File: src/rtl/interp_block_sequencer.sv
// -----------------------------------------------------------------------------
// interp_block_sequencer
//   Sequences one 8x8 luma block through the row-serial subpixel interpolation
//   datapath: accepts reference rows (full fill of NUM_PIXEL+TAPS-1 rows, or an
//   incremental fill of NUM_PIXEL rows reusing the halo), issues the input
//   buffer and horizontal-result load strobes, then drains the a/b/c vertical
//   results to the sink as 3*NUM_PIXEL beats.
//
// Ports
//   clk        in   rising-edge clock
//   rst        in   asynchronous active-low reset
//   start      in   begin a block (sampled in IDLE only)
//   new_frame  in   sampled with start: 1 = full fill, 0 = reuse halo rows
//   in_valid   in   source row present
//   in_ready   out  sequencer accepts a row this cycle
//   load_in    out  in_valid & in_ready; shifts row into the input buffer
//   load_L     out  horizontal FIR result valid (load_in delayed PIPE_LAT)
//   row_idx    out  index of the row being accepted
//   out_valid  out  vertical result beat valid
//   out_ready  in   sink accepts beat
//   out_phase  out  fractional position of the current beat (0=a,1=b,2=c)
//   out_row    out  output row of the current beat
//   busy       out  high in every state except IDLE
//   done       out  one-cycle pulse after the last beat is accepted
// -----------------------------------------------------------------------------
module interp_block_sequencer #(
   parameter int unsigned NUM_PIXEL = 8,
   parameter int unsigned TAPS      = 8,
   parameter int unsigned PIPE_LAT  = 2
) (
   input  logic       clk,
   input  logic       rst,
   input  logic       start,
   input  logic       new_frame,
   input  logic       in_valid,
   output logic       in_ready,
   output logic       load_in,
   output logic       load_L,
   output logic [3:0] row_idx,
   output logic       out_valid,
   input  logic       out_ready,
   output logic [1:0] out_phase,
   output logic [2:0] out_row,
   output logic       busy,
   output logic       done
);

   typedef enum logic [2:0] {
      S_IDLE,
      S_FILL,
      S_FLUSH,
      S_DRAIN,
      S_DONE
   } state_t;

   localparam logic [3:0] ROW_LAST_FULL = 4'(NUM_PIXEL + TAPS - 2);
   localparam logic [3:0] ROW_LAST_INC  = 4'(NUM_PIXEL - 1);
   localparam logic [3:0] HALO_ROWS     = 4'(TAPS - 1);
   localparam logic [4:0] BEAT_LAST     = 5'(3 * NUM_PIXEL - 1);
   localparam logic [3:0] FLUSH_LAST    = 4'(PIPE_LAT - 1);

   state_t                state, next_state;
   logic                  first;
   logic                  no_prior_block;
   logic [4:0]            k;
   logic [3:0]            flush_cnt;
   logic [PIPE_LAT-1:0]   load_line;
   logic [3:0]            row_last;
   logic                  halo_row;

   assign row_last = first ? ROW_LAST_FULL : ROW_LAST_INC;
   // In a full fill the leading TAPS-1 rows only prime the vertical filter.
   assign halo_row = first && (row_idx < HALO_ROWS);
   assign load_in  = in_valid & in_ready;
   assign load_L   = load_line[PIPE_LAT-1];

   assign out_phase = out_valid ? 2'(k / 5'(NUM_PIXEL)) : '0;
   assign out_row   = out_valid ? 3'(k % 5'(NUM_PIXEL)) : '0;

   always_ff @(posedge clk or negedge rst) begin
      if (!rst) state <= S_IDLE;
      else      state <= next_state;
   end

   // Ready/valid are pure state decodes; handshakes only steer next_state.
   always_comb begin
      next_state = state;
      in_ready   = 1'b0;
      out_valid  = 1'b0;
      busy       = 1'b1;
      done       = 1'b0;
      case (state)
         S_IDLE: begin
            busy = 1'b0;
            if (start) next_state = S_FILL;
         end
         S_FILL: begin
            in_ready = 1'b1;
            if (in_valid && (row_idx == row_last)) next_state = S_FLUSH;
         end
         S_FLUSH: begin
            if (flush_cnt == FLUSH_LAST) next_state = S_DRAIN;
         end
         S_DRAIN: begin
            out_valid = 1'b1;
            if (out_ready && (k == BEAT_LAST)) next_state = S_DONE;
         end
         S_DONE: begin
            done       = 1'b1;
            next_state = S_IDLE;
         end
         default: begin
            busy       = 1'b0;
            next_state = S_IDLE;
         end
      endcase
   end

   always_ff @(posedge clk or negedge rst) begin
      if (!rst) begin
         first          <= 1'b0;
         no_prior_block <= 1'b1;
         row_idx        <= '0;
         k              <= '0;
         flush_cnt      <= '0;
      end else begin
         case (state)
            S_IDLE: begin
               if (start) begin
                  first     <= new_frame | no_prior_block;
                  row_idx   <= '0;
                  k         <= '0;
                  flush_cnt <= '0;
               end
            end
            S_FILL: begin
               if (load_in && (row_idx != row_last)) row_idx <= row_idx + 4'd1;
            end
            S_FLUSH: begin
               if (flush_cnt != FLUSH_LAST) flush_cnt <= flush_cnt + 4'd1;
            end
            S_DRAIN: begin
               if (out_ready && (k != BEAT_LAST)) k <= k + 5'd1;
            end
            S_DONE: begin
               no_prior_block <= 1'b0;
            end
            default: ;
         endcase
      end
   end

   // Free-running delay line; keeps shifting through FLUSH so the final
   // horizontal result still emerges.
   always_ff @(posedge clk or negedge rst) begin
      if (!rst) begin
         load_line <= '0;
      end else begin
         load_line[0] <= load_in & ~halo_row;
         for (int unsigned i = 1; i < PIPE_LAT; i++) load_line[i] <= load_line[i-1];
      end
   end

endmodule

File: config.mk
export PLATFORM = sky130hd
export DESIGN_NAME = interp_block_sequencer
export DESIGN_NICKNAME = d
export VERILOG_FILES = /design/src/rtl/interp_block_sequencer.sv
export SDC_FILE = /design/constraint.sdc
export NUM_CORES = 1
export LEC_CHECK = 0
export BUFFER_PORTS_ARGS = -buffer_cell sky130_fd_sc_hd__buf_4
export CORE_MARGIN = 2
export CORE_UTILIZATION = 45
export CTS_BUF_LIST = sky130_fd_sc_hd__clkbuf_2 sky130_fd_sc_hd__clkbuf_4 sky130_fd_sc_hd__clkbuf_8
export DETAILED_ROUTE_END_ITERATION = 7
export GPL_TIMING_DRIVEN = 0
export PLACE_DENSITY = 0.66
export SLEW_MARGIN = 30
export SYNTH_ARGS = -nofsm -noshare
export SYNTH_HDL_FRONTEND = slang
export SYNTH_SLANG_ARGS = --single-unit
File: constraint.sdc
create_clock -name clk -period 1.7 [get_ports clk]
set_input_delay 0.34 -clock clk [delete_from_list [all_inputs] [get_ports clk]]
set_output_delay 0.34 -clock clk [all_outputs]
set_load 0.02 [all_outputs]
* Word level (Yosys, flattened, before mapping)
Index checks and enable logic that the tools add are counted.
** Operators by class
- Add/sub/neg operators :: 3
- Magnitude comparators :: 1
- Equality and inequality tests :: 17
- Multiplexer cells :: 20
- Bitwise gates (word level) :: 4
- Reduce and logical (&&, ||, !) cells :: 15
** Operator list (number)
- $mux W4 :: 4
- $pmux W4 S2 :: 2
- $mux W3 :: 5
- $ne A2 B2 Y1 const B :: 7
- $pmux W3 S4 :: 1
- $mux W5 :: 2
- $pmux W5 S2 :: 1
- $reduce_and A3 Y1 :: 3
- $add A4 B1 Y4 const B :: 2
- $eq A3 B2 Y1 const B :: 2
- $reduce_bool A2 Y1 :: 3
- $add A5 B1 Y5 const B :: 1
- $eq A5 B5 Y1 const B :: 1
- $logic_and A1 B1 Y1 :: 5
- $ne A5 B5 Y1 const B :: 1
- $eq A4 B1 Y1 const B :: 1
- $eq A4 B4 Y1 :: 1
- $lt A4 B3 Y1 const B :: 1
- $mux W1 :: 4
- $ne A4 B1 Y1 const B :: 1
- $ne A4 B4 Y1 :: 1
- $reduce_and A4 Y1 :: 1
- $reduce_or A4 Y1 :: 1
- $eq A3 B1 Y1 const B :: 1
- other kinds (7) :: 8
** Word-level totals
- Flip-flop bits (word level) :: 20
- Output and inout port bits :: 15
- Logic and storage cells :: 67

* Longest topological paths before layout
- Depth after elaboration :: 6
- Depth in mapped cells :: 5
- Gate-level depth less buffers :: 5

* Worst setup path before layout
OpenSTA, ideal clock, no wires.
- Path kind :: reg2out
- Start point :: reg state[1]
- End point :: out out_phase[0]
- Arrival :: 1.442 ns
- Required time :: 1.360 ns
- Setup slack :: -0.082 ns
- Stages on the path, launching flop included :: 5
- Path through :: dfrtp_1 -> buf_4 -> inv_1 -> nor3_2 -> and2_1
** On the way
- Word-level cells in the longest chain between the ends :: 3
** RTL lines
- start: declaration :: RTL line 62 : state_t state, next_state;
- start signal: assignment :: RTL line 82 : else state <= next_state;
- $eq A3 B2 Y1 :: RTL line 92 : case (state)
- $mux W1 :: RTL line 92
- named net out_valid :: RTL line 40 : output logic out_valid,
- $mux W2 :: RTL line 77 : assign out_phase = out_valid ? 2'(k / 5'(NUM_PIXEL)) : '0;
- end: declaration :: RTL line 42 : output logic [1:0] out_phase,
The timed path passes the listed nets, and every way through them passes these cells.

* Final worst setup path
- Start point :: reg state[2]
- End point :: out out_row[1]
** On the way
- Word-level cells in the longest chain between the ends :: 3
** RTL lines
- $eq A3 B2 Y1 :: RTL line 92
- $mux W1 :: RTL line 92
- $mux W3 :: RTL line 78 : assign out_row = out_valid ? 3'(k % 5'(NUM_PIXEL)) : '0;
- end: declaration :: RTL line 43 : output logic [2:0] out_row,
Every way passes these cells.

==> flow_metrics.env <==
export IMPL_num_io_pins=21
export IMPL_cts_buffers_inserted=3
export IMPL_netlist_area_leader_share_pct=39.18
export IMPL_post_synth_instance_area_sq_um=1214
export IMPL_post_place_cells=171
export IMPL_routed_via_count=1089
export IMPL_ctsRootBufferMaster="clkbuf_4"
export IMPL_wire_length_of_the_first_global_routing_pass_um=4878
export IMPL_globalplace_congestion=0.7821
export IMPL_ys_dominant_reg_cell="dfrtp_1"
export IMPL_final_net_count=172
export IMPL_dieArea_sq_um=3128
export IMPL_worstPathBufferInverterCount=2
export IMPL_vias_per_cell=5.702
export IMPL_data_required_time_at_the_worst_endpoint_ps=1360
export IMPL_routedWlPerCell_um=15.69
export IMPL_finalClockSkew_ps=2.008
export IMPL_pwr_density_cell_nw_per_um2=1803
export IMPL_hold_viol=0
export IMPL_outcome="finished, violations left"
export IMPL_synthCells=121
export IMPL_antenna_violations_before_repair=0
export IMPL_rsz0062_at_grt="true"
export IMPL_critical_path_max_stage_delay_ps=440
export IMPL_clk_pin_slew_worst_paths_ps=110
export IMPL_finalCoreUtilization_pct=65.53
export IMPL_total_leakage_power_uw=0.0007348
export IMPL_vdd_ir_drop_worst_v=0.001082
export IMPL_cell_type_with_the_largest_total_area_after_synthesis="dfrtp_1"
export IMPL_cts_htree_levels=1
export IMPL_design_area_sq_um=1653
export IMPL_stdcell_count=191
export IMPL_worst_skew_pair_late_latency_ps=300
export IMPL_worstSetupPathType="register to primary output"
export IMPL_postRouteAntennaNets=0
export IMPL_violations="negative setup slack"
export IMPL_synth_edff_count=0
export IMPL_layout_worst_path_cycle_share_pct=107.8
export IMPL_timing_worst_slew_pin_value_ps=625.6
export IMPL_total_power_uw=2981
export IMPL_largest_delay_share_family_worst_path="flip-flops"
export IMPL_reg2reg_slack_ps=50
export IMPL_core_area_sq_um=2522
export IMPL_port_buffers=20
export IMPL_gr_usage_all_layers_pct=19.26
export IMPL_critical_path_cell_chain="buf_2 -> nor3_4 -> and2_1 -> buf_6"
export IMPL_clock_tree_from_tritoncts="built"
export IMPL_synth_cell_type_count=46
export IMPL_max_cap_viol_count=0
export IMPL_critical_path_max_fanout=11
export IMPL_final_hold_worst_slack_ps=262.9
export IMPL_synth_seq_cells=20
export IMPL_floorplan_rows=18
export IMPL_clock_path_buffers=2
export IMPL_totalWireLength_um=2997
export IMPL_footprint_of_the_flip_flops_and_latches_sq_um=501.7
export IMPL_worstSetupEndpointType="primary output"
export IMPL_initial_core_util_pct=48.12
export IMPL_ys_warns=0
export IMPL_detail_route_iter0_violations=18
export IMPL_maximum_number_of_pins_on_one_net_before_global_route_repair=21
export IMPL_synth_seq_area_share_pct=41.34
export IMPL_syn_num_nets=131
export IMPL_dpl_hpwl_um=1858
export IMPL_final_max_slew_violation_count=0
export IMPL_die_height_um=55.93
export IMPL_drc_errors=0
export IMPL_critical_path_arrival_ps=1490
export IMPL_drive_gt1_share_pct=37.89
export IMPL_multi_input_gate_area_in_the_final_layout_sq_um=723.2
export IMPL_layout_min_cycle_time_ps=1833
export IMPL_firstDrtPassIters=4
export IMPL_layout_filler_cells=201
export IMPL_synthesis_area_per_instance_sq_um=10.03
export IMPL_postLayoutSetupSlackWorst_ps=-133.4
export IMPL_clkSinkCount=20
export IMPL_globalRouteOverflowTotal=0
export IMPL_die_x_um=55.93
export IMPL_timing_fmax_mhz=545.4
export IMPL_area_growth_syn_to_layout_pct=36.19
export IMPL_antenna_cells_inserted=0
export IMPL_placed_area_sq_um=1408
export IMPL_hold_class="input port to register"
export IMPL_timing_max_slew_rel_slack_pct=58.19
export IMPL_share_of_flip_flops_with_an_asynchronous_set_or_reset_pct=100.0
export IMPL_startpoint_type="register"
export IMPL_setup_violations=9
export IMPL_crit_path_top_delay_cell="dfrtp_1"
export IMPL_yosys_top_cells_area="dfrtp_1 (39%), mux2i_1 (4.9%), and2_1 (4.1%)"
export IMPL_grt_pass1_vias=1033
-- state kept, by name, indices dropped and copies added (netlist names) --
signal          cells
first               1
flush_cnt           4
k                   5
load_line           2
no_prior_block      1
row_idx             4
state               3
-- power by group --
part	internal, uW	switching (uW)
registers	668	220
clock network	107	146
logic	935	905
total	1710	1270
-- through the flow --
step	setup TNS, ps	setup WS, ps
floorplan	0	57.94
global placement	0	41.18
detailed placement	0	3.818
CTS	-806.7	-134.1
global route	-1733	-247.7
finish	-746.8	-133.4
-- final cells by class --
| type | count | share of cell area [%] |
|---|---|---|
| Clock buffer | 4 | 1.817 |
| Sequential cell | 20 | 30.36 |
| Tap cell | 30 | 2.271 |
| Inverter | 6 | 1.741 |
| Timing Repair Buffer | 35 | 17.64 |
| Buffer | 5 | 2.422 |
| Multi-Input combinational cell | 91 | 43.75 |
-- cells in the final DEF, fill, tap and decap left out, types with 3 or more instances in the layout --
cell type | Yosys | final
o21ai_0 | 7 | 7
buf_6 | 0 | 9
mux2i_1 | 6 | 6
nand2_1 | 10 | 10
o2bb2ai_1 | 3 | 3
and2_1 | 8 | 7
a21oi_1 | 5 | 5
clkbuf_4 | 0 | 4
ha_1 | 4 | 3
inv_1 | 6 | 3
buf_4 | 2 | 28
nor2b_1 | 4 | 4
nand3_1 | 5 | 5
dfrtp_1 | 19 | 19
-- worst min-delay path: cells and delay by family --
kind | cells | cell delay (ps)
compound gates | 1 | 60
simple gates | 1 | 60
buf+inv | 1 | 80
-- layer usage --
layer	global-route usage, %	wire, um
met5	0	0
met4	6.803	36
met3	2.093	37
met2	32.65	1569
met1	25.52	1355
-- final timing paths --
| path | startpoint | end | cells past startpoint |
|---|---|---|---|
| min in group asynchronous | rst | flush_cnt[3] | 2 |
| worst min register to register | load_line[0] | load_line[1] | 0 |
| max in group asynchronous | rst | no_prior_block | 2 |
| worst max-delay path | state[2] | out_row[1] | 4 |
| worst max register to register | state[1] | first | 5 |
| worst min-delay path | new_frame | first | 3 |
-- cells in the mapped netlist, types with 2 or more instances --
cell        n
dfrtp_1    19
and2_1      8
nor3b_1     2
ha_1        4
nor2b_1     4
o21ai_0     7
a311o_1     2
buf_4       2
nor2_1      2
nand3_1     5
or4_1       2
buf_2       2
mux2i_1     6
inv_1       6
nand4_1     2
nand2_1    10
a21oi_1     5
nor3_1      2
a32o_1      2
o2bb2ai_1   3
-- cells by family after synthesis --
logic type      count (synthesis)  share of synthesized area, %
fa+ha+maj                       4                         4.124
compound gates                 27                         16.29
buf+inv                        11                         4.226
simple gates                   51                         27.42
xor+xnor                        1                        0.7218
mux                             7                         5.876
flops                          20                         41.34
-- timing repair --
| action | in CTS | in global routing |
|---|---|---|
| endpoints found under the hold margin | 19 | 0 |
| hold buffers | 1 | 0 |
| gates resized for setup | 16 | 10 |
| gates cloned | 1 | 0 |
| endpoints found under the setup margin | 10 | 16 |
| pin swaps | 5 | 3 |
| setup buffers | 6 | 8 |
Note: power is estimated with default switching activity, not from simulation.
